## config.mk

```make
export PLATFORM = sky130hd
export DESIGN_NAME = hh_spike_detect_flat
export DESIGN_NICKNAME = d
export VERILOG_FILES = /design/src/rtl/hh_spike_detect_if.sv /design/src/rtl/hh_spike_detect.sv /design/src/flat_wrapper.sv
export SDC_FILE = /design/constraint.sdc
export NUM_CORES = 1
export LEC_CHECK = 0
export CAP_MARGIN = 30
export CORE_MARGIN = 1.5
export CORE_UTILIZATION = 55
export CTS_BUF_LIST = sky130_fd_sc_hd__clkbuf_8
export DETAILED_ROUTE_END_ITERATION = 7
export PLACE_DENSITY = 0.79
export SYNTH_ARGS = -nofsm -noshare
export SYNTH_HDL_FRONTEND = slang
export SYNTH_SLANG_ARGS = --single-unit
```

## constraint.sdc

```tcl
create_clock -name clk -period 5.1 [get_ports clk]
set_input_delay 0.51 -clock clk [delete_from_list [all_inputs] [get_ports clk]]
set_output_delay 0.51 -clock clk [all_outputs]
set_load 0.1 [all_outputs]
```

## src/rtl/hh_spike_detect_if.sv

```systemverilog
// ---------------------------------------------------------------------------
// hh_spike_detect_if
// Event stream from the spike detector's inter-spike-interval FIFO to the
// readout logic. Standard valid/ready handshake: the head entry is
// transferred on any cycle with evt_valid && evt_ready.
//   evt_valid : head entry present (driven by master)
//   evt_ready : consumer accepts the head (driven by slave)
//   evt_isi   : ISI of the head event in valid samples (driven by master)
//   evt_peak  : peak voltage of the head event, signed Q9.5 (driven by master)
// ---------------------------------------------------------------------------
interface hh_spike_detect_if #(
  parameter int W     = 14,
  parameter int ISI_W = 16
);
  logic                    evt_valid;
  logic                    evt_ready;
  logic        [ISI_W-1:0] evt_isi;
  logic signed [W-1:0]     evt_peak;

  modport master (output evt_valid, output evt_isi, output evt_peak, input evt_ready);
  modport slave  (input evt_valid, input evt_isi, input evt_peak, output evt_ready);
endinterface

```

## src/rtl/hh_spike_detect.sv

```systemverilog
// ---------------------------------------------------------------------------
// hh_spike_detect
// Action-potential detector for the Hodgkin-Huxley neuron core. Watches the
// signed Q9.5 membrane voltage stream, fires on a rising threshold, re-arms
// after the voltage falls to the re-arm level and a refractory window has
// elapsed, and queues one inter-spike-interval event per spike.
//
// Ports:
//   clk, rst_n   : clock (rising edge), asynchronous active-low reset
//   v_in/v_valid : voltage sample and its qualifier; logic advances only
//                  on cycles with v_valid=1
//   spike        : registered one-cycle pulse per detected spike
//   spike_count  : saturating spike total since reset
//   armed        : detector is waiting for a rising crossing
//   overflow     : sticky, an event was dropped on a full FIFO
//   evt          : event FIFO head (master side of hh_spike_detect_if)
//
// Optional feature, macro HH_SPIKE_PEAK_EN:
//   defined   - track the peak voltage while above threshold and push the
//               event when the voltage falls to the re-arm level, carrying
//               the ISI captured at detection plus the peak.
//   undefined - push at detection, evt_peak is constant 0.
// ---------------------------------------------------------------------------
module hh_spike_detect #(
  parameter int W       = 14,
  parameter int TH_UP   = 640,
  parameter int TH_DN   = -1280,
  parameter int REFRACT = 8,
  parameter int ISI_W   = 16,
  parameter int DEPTH   = 4
) (
  input  logic                    clk,
  input  logic                    rst_n,
  input  logic signed [W-1:0]     v_in,
  input  logic                    v_valid,
  output logic                    spike,
  output logic        [ISI_W-1:0] spike_count,
  output logic                    armed,
  output logic                    overflow,
  hh_spike_detect_if.master       evt
);

  localparam int AW  = (DEPTH > 1) ? $clog2(DEPTH) : 1;
  localparam int CW  = AW + 1;
  localparam int RCW = (REFRACT > 1) ? $clog2(REFRACT) : 1;

  localparam logic signed [W-1:0] TH_UP_V   = W'(TH_UP);
  localparam logic signed [W-1:0] TH_DN_V   = W'(TH_DN);
  localparam logic [RCW-1:0]      REFR_LOAD = RCW'((REFRACT > 0) ? REFRACT - 1 : 0);
  localparam logic [ISI_W-1:0]    ISI_MAX   = {ISI_W{1'b1}};
  localparam logic [CW-1:0]       FULL_CNT  = CW'(DEPTH);

  typedef enum logic [1:0] {
    ST_ARMED = 2'd0,
    ST_HIGH  = 2'd1,
    ST_REFR  = 2'd2
  } state_t;

  state_t           state_r, state_s;
  logic [RCW-1:0]   refr_cnt_r, refr_cnt_s;
  logic             detect_s;

  logic [ISI_W-1:0] isi_cnt_r, isi_inc_s, cnt_inc_s;
  logic             spike_r, overflow_r;
  logic [ISI_W-1:0] spike_count_r;

  logic             push_req_s, push_s, pop_s, drop_s;
  logic [ISI_W-1:0] push_isi_s;
  logic [ISI_W-1:0] mem_isi_r [DEPTH];
  logic [AW-1:0]    wr_ptr_r, rd_ptr_r, rd_ptr_s;
  logic [CW-1:0]    count_r, count_s, remain_s;
  logic             evt_valid_r;
  logic [ISI_W-1:0] evt_isi_r, head_isi_s;

  // Detector next-state: threshold hysteresis plus refractory countdown.
  always_comb begin
    state_s    = state_r;
    refr_cnt_s = refr_cnt_r;
    detect_s   = 1'b0;
    if (v_valid) begin
      case (state_r)
        ST_ARMED: begin
          if (v_in >= TH_UP_V) begin
            state_s  = ST_HIGH;
            detect_s = 1'b1;
          end else begin
            state_s  = ST_ARMED;
          end
        end
        ST_HIGH: begin
          if (v_in <= TH_DN_V) begin
            if (REFRACT == 0) begin
              state_s    = ST_ARMED;
            end else begin
              state_s    = ST_REFR;
              refr_cnt_s = REFR_LOAD;
            end
          end else begin
            state_s = ST_HIGH;
          end
        end
        ST_REFR: begin
          // Counter reaches 0 after REFRACT-1 samples; the next one re-arms.
          if (refr_cnt_r == {RCW{1'b0}}) begin
            state_s    = ST_ARMED;
          end else begin
            refr_cnt_s = refr_cnt_r - RCW'(1'b1);
          end
        end
        default: begin
          state_s = ST_ARMED;
        end
      endcase
    end else begin
      state_s = state_r;
    end
  end

  // Detector state register.
  always_ff @(posedge clk or negedge rst_n) begin
    if (!rst_n) begin
      state_r    <= ST_ARMED;
      refr_cnt_r <= {RCW{1'b0}};
    end else begin
      state_r    <= state_s;
      refr_cnt_r <= refr_cnt_s;
    end
  end

  assign isi_inc_s = (isi_cnt_r == ISI_MAX) ? ISI_MAX : isi_cnt_r + ISI_W'(1'b1);
  assign cnt_inc_s = (spike_count_r == ISI_MAX) ? ISI_MAX : spike_count_r + ISI_W'(1'b1);

  // Spike pulse, saturating spike/ISI counters and sticky overflow flag.
  always_ff @(posedge clk or negedge rst_n) begin
    if (!rst_n) begin
      spike_r       <= 1'b0;
      spike_count_r <= {ISI_W{1'b0}};
      isi_cnt_r     <= {ISI_W{1'b0}};
      overflow_r    <= 1'b0;
    end else begin
      spike_r <= detect_s;
      if (detect_s) begin
        spike_count_r <= cnt_inc_s;
      end
      if (v_valid) begin
        isi_cnt_r <= detect_s ? {ISI_W{1'b0}} : isi_inc_s;
      end
      overflow_r <= overflow_r | drop_s;
    end
  end

  // FIFO control; a push into a full FIFO survives only if the head leaves
  // in the same cycle. Head registers reload from the post-update head so
  // they hold their last value once the FIFO drains.
  always_comb begin
    pop_s      = evt_valid_r & evt.evt_ready;
    push_s     = push_req_s & ((count_r != FULL_CNT) | pop_s);
    drop_s     = push_req_s & (count_r == FULL_CNT) & ~pop_s;
    count_s    = count_r + CW'(push_s) - CW'(pop_s);
    remain_s   = count_r - CW'(pop_s);
    rd_ptr_s   = rd_ptr_r + AW'(pop_s);
    head_isi_s = evt_isi_r;
    if (count_s == {CW{1'b0}}) begin
      head_isi_s = evt_isi_r;
    end else if (remain_s == {CW{1'b0}}) begin
      head_isi_s = push_isi_s;
    end else begin
      head_isi_s = mem_isi_r[rd_ptr_s];
    end
  end

  // FIFO ISI storage; contents are qualified by count_r, so no reset needed.
  always_ff @(posedge clk) begin
    if (push_s) begin
      mem_isi_r[wr_ptr_r] <= push_isi_s;
    end
  end

  // FIFO pointers, occupancy and registered head outputs.
  always_ff @(posedge clk or negedge rst_n) begin
    if (!rst_n) begin
      wr_ptr_r    <= {AW{1'b0}};
      rd_ptr_r    <= {AW{1'b0}};
      count_r     <= {CW{1'b0}};
      evt_valid_r <= 1'b0;
      evt_isi_r   <= {ISI_W{1'b0}};
    end else begin
      wr_ptr_r    <= wr_ptr_r + AW'(push_s);
      rd_ptr_r    <= rd_ptr_s;
      count_r     <= count_s;
      evt_valid_r <= (count_s != {CW{1'b0}});
      evt_isi_r   <= head_isi_s;
    end
  end

`ifdef HH_SPIKE_PEAK_EN
  logic signed [W-1:0] peak_r, evt_peak_r, head_peak_s;
  logic signed [W-1:0] mem_peak_r [DEPTH];
  logic [ISI_W-1:0]    isi_hold_r;
  logic                high_exit_s;

  // The event leaves HIGH together with its peak, so push on that exit.
  assign high_exit_s = v_valid & (state_r == ST_HIGH) & (v_in <= TH_DN_V);
  assign push_req_s  = high_exit_s;
  assign push_isi_s  = isi_hold_r;

  // Peak tracker and ISI capture for the event in flight.
  always_ff @(posedge clk or negedge rst_n) begin
    if (!rst_n) begin
      peak_r     <= {W{1'b0}};
      isi_hold_r <= {ISI_W{1'b0}};
    end else if (detect_s) begin
      peak_r     <= v_in;
      isi_hold_r <= isi_inc_s;
    end else if (v_valid && (state_r == ST_HIGH) && (v_in > peak_r)) begin
      peak_r     <= v_in;
    end
  end

  // Head peak selection mirrors the ISI head selection.
  always_comb begin
    head_peak_s = evt_peak_r;
    if (count_s == {CW{1'b0}}) begin
      head_peak_s = evt_peak_r;
    end else if (remain_s == {CW{1'b0}}) begin
      head_peak_s = peak_r;
    end else begin
      head_peak_s = mem_peak_r[rd_ptr_s];
    end
  end

  // FIFO peak storage.
  always_ff @(posedge clk) begin
    if (push_s) begin
      mem_peak_r[wr_ptr_r] <= peak_r;
    end
  end

  // Registered head peak output.
  always_ff @(posedge clk or negedge rst_n) begin
    if (!rst_n) begin
      evt_peak_r <= {W{1'b0}};
    end else begin
      evt_peak_r <= head_peak_s;
    end
  end

  assign evt.evt_peak = evt_peak_r;
`else
  assign push_req_s   = detect_s;
  assign push_isi_s   = isi_inc_s;
  assign evt.evt_peak = {W{1'b0}};
`endif

  assign spike         = spike_r;
  assign spike_count   = spike_count_r;
  assign armed         = (state_r == ST_ARMED);
  assign overflow      = overflow_r;
  assign evt.evt_valid = evt_valid_r;
  assign evt.evt_isi   = evt_isi_r;

endmodule

```

## src/flat_wrapper.sv

```systemverilog
// flat-port wrapper written by rule: the top's interface ports become plain ports
module hh_spike_detect_flat 
#(
  parameter int W       = 14,
  parameter int TH_UP   = 640,
  parameter int TH_DN   = -1280,
  parameter int REFRACT = 8,
  parameter int ISI_W   = 16,
  parameter int DEPTH   = 4
)
  (clk, rst_n, v_in, v_valid, spike, spike_count, armed, overflow, evt_evt_valid, evt_evt_isi, evt_evt_peak, evt_evt_ready);
  hh_spike_detect_if #(.W(W), .ISI_W(ISI_W)) evt_i ();
  input  logic clk;
  input  logic rst_n;
  input  logic signed [W-1:0] v_in;
  input  logic v_valid;
  output logic spike;
  output logic        [ISI_W-1:0] spike_count;
  output logic armed;
  output logic overflow;
  output wire logic [$bits(evt_i.evt_valid)-1:0] evt_evt_valid;
  output wire logic [$bits(evt_i.evt_isi)-1:0] evt_evt_isi;
  output wire logic [$bits(evt_i.evt_peak)-1:0] evt_evt_peak;
  input wire logic [$bits(evt_i.evt_ready)-1:0] evt_evt_ready;
  assign evt_evt_valid = evt_i.evt_valid;
  assign evt_evt_isi = evt_i.evt_isi;
  assign evt_evt_peak = evt_i.evt_peak;
  assign evt_i.evt_ready = evt_evt_ready;
  hh_spike_detect #(.W(W), .TH_UP(TH_UP), .TH_DN(TH_DN), .REFRACT(REFRACT), .ISI_W(ISI_W), .DEPTH(DEPTH)) u_core (.clk(clk), .rst_n(rst_n), .v_in(v_in), .v_valid(v_valid), .spike(spike), .spike_count(spike_count), .armed(armed), .overflow(overflow), .evt(evt_i));
endmodule
```

==> results of run 1 <==
## logic make-up (layout without fill, tap and decap cells)
logic type | after synthesis | in the layout | share of synthesized area
AOI/OAI and AO/OA | 84 | 84 | 0.09595
xor gates and xnor gates | 8 | 8 | 0.01445
adders and majority gates | 13 | 13 | 0.02932
buffers and inverters | 73 | 135 | 0.05908
DFF | 127 | 127 | 0.6028
muxes | 25 | 25 | 0.07891
other | 1 | 14 | 0.0006462
and+or+nand+nor | 134 | 134 | 0.1188
## power groups by stage
stage	registers, mW	clock network (mW)	logic, mW
3_3_place_gp	1.46	0	1.92
4_1_cts	1.45	0.931	1.99
3_5_place_dp	1.47	0	1.98
2_1_floorplan	2.07	0	0.898
5_1_grt	1.47	0.973	2.12
6_report	1.45	0.922	2.00
## final cells by class
class | count | area (um2) | share of cell area
sequential | 127 | 3498 | 0.5099
multi-input combinational | 278 | 2016 | 0.2938
timing repair buffer | 62 | 593.1 | 0.08645
clock buffer | 17 | 234.0 | 0.03411
clock inverter | 15 | 195.2 | 0.02845
tap | 136 | 170.2 | 0.02480
inverter | 41 | 153.9 | 0.02243
## cell usage after synthesis (7+ instances only)
cell	number	area [um2]
o22ai_1	12	75.07
nor2_1	17	63.81
a22oi_1	15	112.6
buf_2	7	35.03
nand3_1	18	90.09
inv_1	40	150.1
buf_4	14	105.1
edfxtp_1	64	1922
nor3_1	7	35.03
nand4_1	13	81.33
nand2_1	45	168.9
ha_1	12	150.1
mux4_2	16	360.4
clkbuf_1	10	37.54
o21ai_0	16	80.08
a21oi_1	16	80.08
and3_1	7	43.79
dfrtp_1	63	1577
## worst max-delay path, delay by kind of cell (launching register included)
family	cells	cell delay, ns
compound gates	3	0.60
fa+ha+maj	4	1.10
buf+inv	5	0.87
flops	1	0.38
simple gates	4	0.69
## per-layer routing
metal,part of all wire,vias up,track usage
met3,0.067,19,0.05133
met2,0.50,164,0.3632
met5,0,-,0
li1,-,1818,-
met4,0.018,0,0.08880
met1,0.41,1951,0.3023
## state kept, by name, summed over array words and instances, names as in the netlist, 2 cells and up
name	count
u_core.count_r	3
u_core.evt.evt_isi	16
u_core.isi_cnt_r	16
u_core.mem_isi_r	64
u_core.rd_ptr_r	2
u_core.refr_cnt_r	3
u_core.spike_count	16
u_core.state_r	2
u_core.wr_ptr_r	2
## path summary, 6_finish.rpt
path	start	to	slack (ns)	depth (start not counted)
max reg2reg	u_core.state_r[0]	u_core.evt.evt_isi[14]	1.32	16
min reg2reg	u_core.rd_ptr_r[1]	u_core.rd_ptr_r[1]	0.47	1
max	u_core.state_r[0]	u_core.evt.evt_isi[14]	1.32	16
min	rst_n	u_core.evt.evt_isi[13]	0.24	2
max in group asynchronous	rst_n	u_core.isi_cnt_r[13]	4.28	2
min in group clk	u_core.rd_ptr_r[1]	u_core.rd_ptr_r[1]	0.47	1
## through the flow
stage | setup WS [ns] | util | instance area [um2] | hold slack, ns
global route | 1.072 | 0.6675 | 6860 | 0.3073
CTS | 0.9217 | 0.6668 | 6853 | 0.2823
global placement | 0.8388 | 0.6250 | 6424 | 0.4506
finish | 1.322 | 0.6675 | 6860 | 0.2422
detailed placement | 0.5876 | 0.6250 | 6424 | 0.4668
floorplan | 1.045 | - | 5852 | 0.2144
==> flow_summary.toml, run 1 <==
[worst_setup_path]
required_ns = 5.40
path_class = "reg -> reg"
slowest_stage = "fa_1"
cp_max_fo = 21
end_kind = "flip-flop"
cp_common_cell = "ha_1"
critical_path.max_stage_delay_ns = 0.46
startpoint_type = "flip-flop"
cp_cell_sequence = "inv_1, ha_1, and3b_1, a21bo_2, clkinv_1, nand2_1, ha_1, inv_1, ha_1, fa_1, nor3_2, buf_4, nor2b_1, buf_4, a22oi_1, o21ai_0"
worstPathArrival_ns = 4.08

[synthesis]
synthFlopType = "edfxtp_1"
netlist_instances = 465
synth_edf_count = 64
synth_warnings = 0
synth.avg_cell_area_um2 = 12.48
seq_area_frac_synth = 0.6028
synthArstFlopShare = 0.4961
ys_ff_latch = 127
synth_cell_types = 58
syn_area_um2 = 5803

[clock_tree]
clk_pin_slew_ns = 0.08
cts_tree = "done"
cts_setup_buffers = 0
cts_hold_buf = 0
htreeDepth = 4
cts_inserted_buffers = 17
cts.path.max_buffers = 2
root_buffer = "clkbuf_8"
clock_latency_ns = 0.44
ctsResizeCount = 0
cts.sinks = 127

[power_and_ir_drop]
p_switching_mw = 1.962
ir_worst_vdd_mv = 0.5081
internal_power_mw = 2.413
seq_power_share = 0.332
swShare = 0.4485
finalPower_mw = 4.375
p_leak_nw = 2.777
comb_power_share = 0.457
clkPwrFrac = 0.211
pwr_density_cell_nw_per_um2 = 637.7

[detailed_routing]
wl_per_cell_um = 17.53
drtPass1Iterations = 5
wl_mm = 11.85
vias = 3952
drt_iter0_markers = 300
via_per_inst = 5.846
drcViolationCount = 0
ant_nets = 0

[timing]
setup_viol = 0
fin_skew_ns = 0.01695
rsz0062_at_grt = "false"
fin_tns_setup_ns = 0
worst_slew_pin_slew_ns = 0.9767
clock.fmax_mhz = 264.7
slew_headroom = 0.3468
finalHoldViolCount = 0
period_needed_ns = 3.778
slew_violations = 0
finalCritPeriodShare = 0.7408

[floorplan]
start_util = 0.5646
die-area_um2 = 11180
coreArea_um2 = 10280
io_pins = 68
dieHeight_um = 105.7
fp.dieW_um = 105.7
core.rowCount = 37

[place]
port_buffers = 53
place_congestion = 0.8159
place_hpwl_mm = 8.019
placedCellCount = 643

[grt]
grt_pass1_wl_mm = 19.39
grt_util_all_layers = 0.2264
grt_pass1_vias = 3830
grt_max_degree = 64
antenna_found_initial = 0
overflow = 0

[final_layout]
final_cell_mix = "edfxtp_1, dfrtp_1, clkdlybuf4s50_1, nand2_1, inv_1"
fill_cells = 732
finalNonFillerCells = 676
layout-drive-gt1-share = 0.1389
antenna_cells = 0
layout_commonest_cell = "edfxtp_1"
fin_nets = 558
area_growth_pct = 18.22

[worst_hold_path]
hold_path.class = "in -> async"

[run_status]
outcome = "finished clean"

[run]
max_cap_violations = 0
Power figures use the tool's default switching activity.
==> run 2, diff against run 1 <==
CORE_UTILIZATION = 52   (was 55)
PLACE_DENSITY = 0.78   (was 0.79)
clock period = 3.4 ns   (was 5.1 ns; I/O delays follow)
==> run 2 against run 1 <==
Utilization shrank 2.1 points; global-route usage grew 0.21 points; critical path depth is the same; largest power group unchanged; combinational power grew 60%; largest cell class unchanged.
==> flow_summary.toml, run 2 (same netlist as run 1, synthesis figures left out) <==
[clock_tree]
cts.path.max_buffers = 2
clock_latency_ns = 0.44
cts_inserted_buffers = 17
cts.sinks = 127
root_buffer = "clkbuf_8"
cts_tree = "done"
clk_pin_slew_ns = 0.08
htreeDepth = 4

[final_layout]
fill_cells = 809
final_cell_mix = "edfxtp_1, dfrtp_1, clkdlybuf4s50_1, nand2_1, inv_1"
fin_nets = 571
top_register = "u_core.mem_isi_r"
area_growth_pct = 20.85
layout_commonest_cell = "edfxtp_1"
largest_register_ffs = 64
finalNonFillerCells = 693
utilization = 0.6469
stdcell_area_um2 = 7013
layout-drive-gt1-share = 0.1682
antenna_cells = 0

[place]
placedCellCount = 658
placed_area_um2 = 6544
place_hpwl_mm = 8.290
place_ws_ns = -0.4195
port_buffers = 53
place_congestion = 0.8736

[worst_hold_path]
hold_path_depth = 1
worstHoldStart = "u_core.overflow"
hold_path.class = "reg -> reg"

[floorplan]
coreArea_um2 = 10840
core.rowCount = 38
io_pins = 68
die-area_um2 = 11800
dieHeight_um = 108.6
start_util = 0.5353
fp.dieW_um = 108.6

[timing]
worst_slew_pin_slew_ns = 0.9886
finalHoldViolCount = 0
fin_ws_ns = 0.1545
finalCritPeriodShare = 0.9546
slew_headroom = 0.3389
fin_tns_setup_ns = 0
clock.fmax_mhz = 308.1
fin_skew_ns = 0.01884
period_needed_ns = 3.246
hold_slack_ns = 0.5235
setup_viol = 0
slew_violations = 0

[detailed_routing]
wl_mm = 12.55
vias = 4008
drcViolationCount = 0
drtPass1Iterations = 6
wl_per_cell_um = 18.11
via_per_inst = 5.784
ant_nets = 0
drt_iter0_markers = 431

[worst_setup_path]
end_kind = "flip-flop"
crit_start = "u_core.state_r[1]"
cp_max_fo = 10
path_class = "reg -> reg"
startpoint_type = "flip-flop"
worstPathArrival_ns = 3.56
rr_startpoint = "u_core.state_r[1]"
required_ns = 3.72
r2r_cells = 16

[power_and_ir_drop]
ir_worst_vdd_mv = 0.7083
p_leak_nw = 2.874
pwr_density_cell_nw_per_um2 = 962.2
finalPower_mw = 6.748

[grt]
grt_max_degree = 35
grt_pass1_wl_mm = 19.96
grt_util_all_layers = 0.2285
antenna_found_initial = 0
grt_pass1_vias = 3970
overflow = 0

[run_status]
outcome = "finished clean"

[run]
max_cap_violations = 0
-- run 2: layout make-up --
class	count	area [um2]	area share
sequential	127	3498	0.4988
tap	140	175.2	0.02498
multi-input combinational	278	2047	0.2919
clock inverter	11	137.6	0.01963
timing repair buffer	75	706.9	0.1008
inverter	41	158.9	0.02266
clock buffer	21	289.0	0.04121
-- run 2: routing by layer --
metal / share of wire / up-vias / global-route usage
li1: - / 1845 / -
met1: 0.40 / 2003 / 0.2857
met2: 0.52 / 141 / 0.3792
met3: 0.062 / 19 / 0.06695
met4: 0.019 / 0 / 0.08459
met5: 0 / - / 0
-- run 2: power by group --
group | switching [mW] | total (mW) | internal, mW
registers | 0.223 | 2.17 | 1.95
logic | 2.16 | 3.20 | 1.04
clock network | 0.577 | 1.38 | 0.798
total | 2.96 | 6.75 | 3.79
-- run 2: what timing repair did --
| action | 4_1_cts | 5_1_grt |
|---|---|---|
| pin swaps | 0 | 1 |
| endpoints found under the hold margin | 33 | 0 |
| endpoints found under the setup margin | 15 | 16 |
| cloned | 0 | 1 |
| gates resized for setup | 1 | 4 |
| setup buffers | 0 | 1 |
| hold buffers | 1 | 0 |
-- run 2: path summary, 6_finish.rpt --
path	endpoint	slack (ns)
worst min-delay path	u_core.overflow	0.52
min in group asynchronous	u_core.spike_count[0]	0.53
worst min register to register	u_core.overflow	0.52
worst max register to register	u_core.evt.evt_isi[11]	0.15
max in group asynchronous	u_core.evt.evt_isi[4]	1.95
worst max-delay path	u_core.evt.evt_isi[11]	0.15
-- run 2: critical path, stage by stage (launching register included) --
cell,delay [ns]
dfrtp_1,0.40
inv_2,0.09
ha_4,0.13
and3b_1,0.15
a21bo_2,0.25
clkinv_4,0.05
nand2_1,0.06
ha_1,0.28
inv_1,0.05
ha_1,0.20
fa_2,0.34
xnor3_1,0.25
nor3_4,0.21
buf_6,0.20
inv_1,0.07
and3_1,0.14
a221o_1,0.25
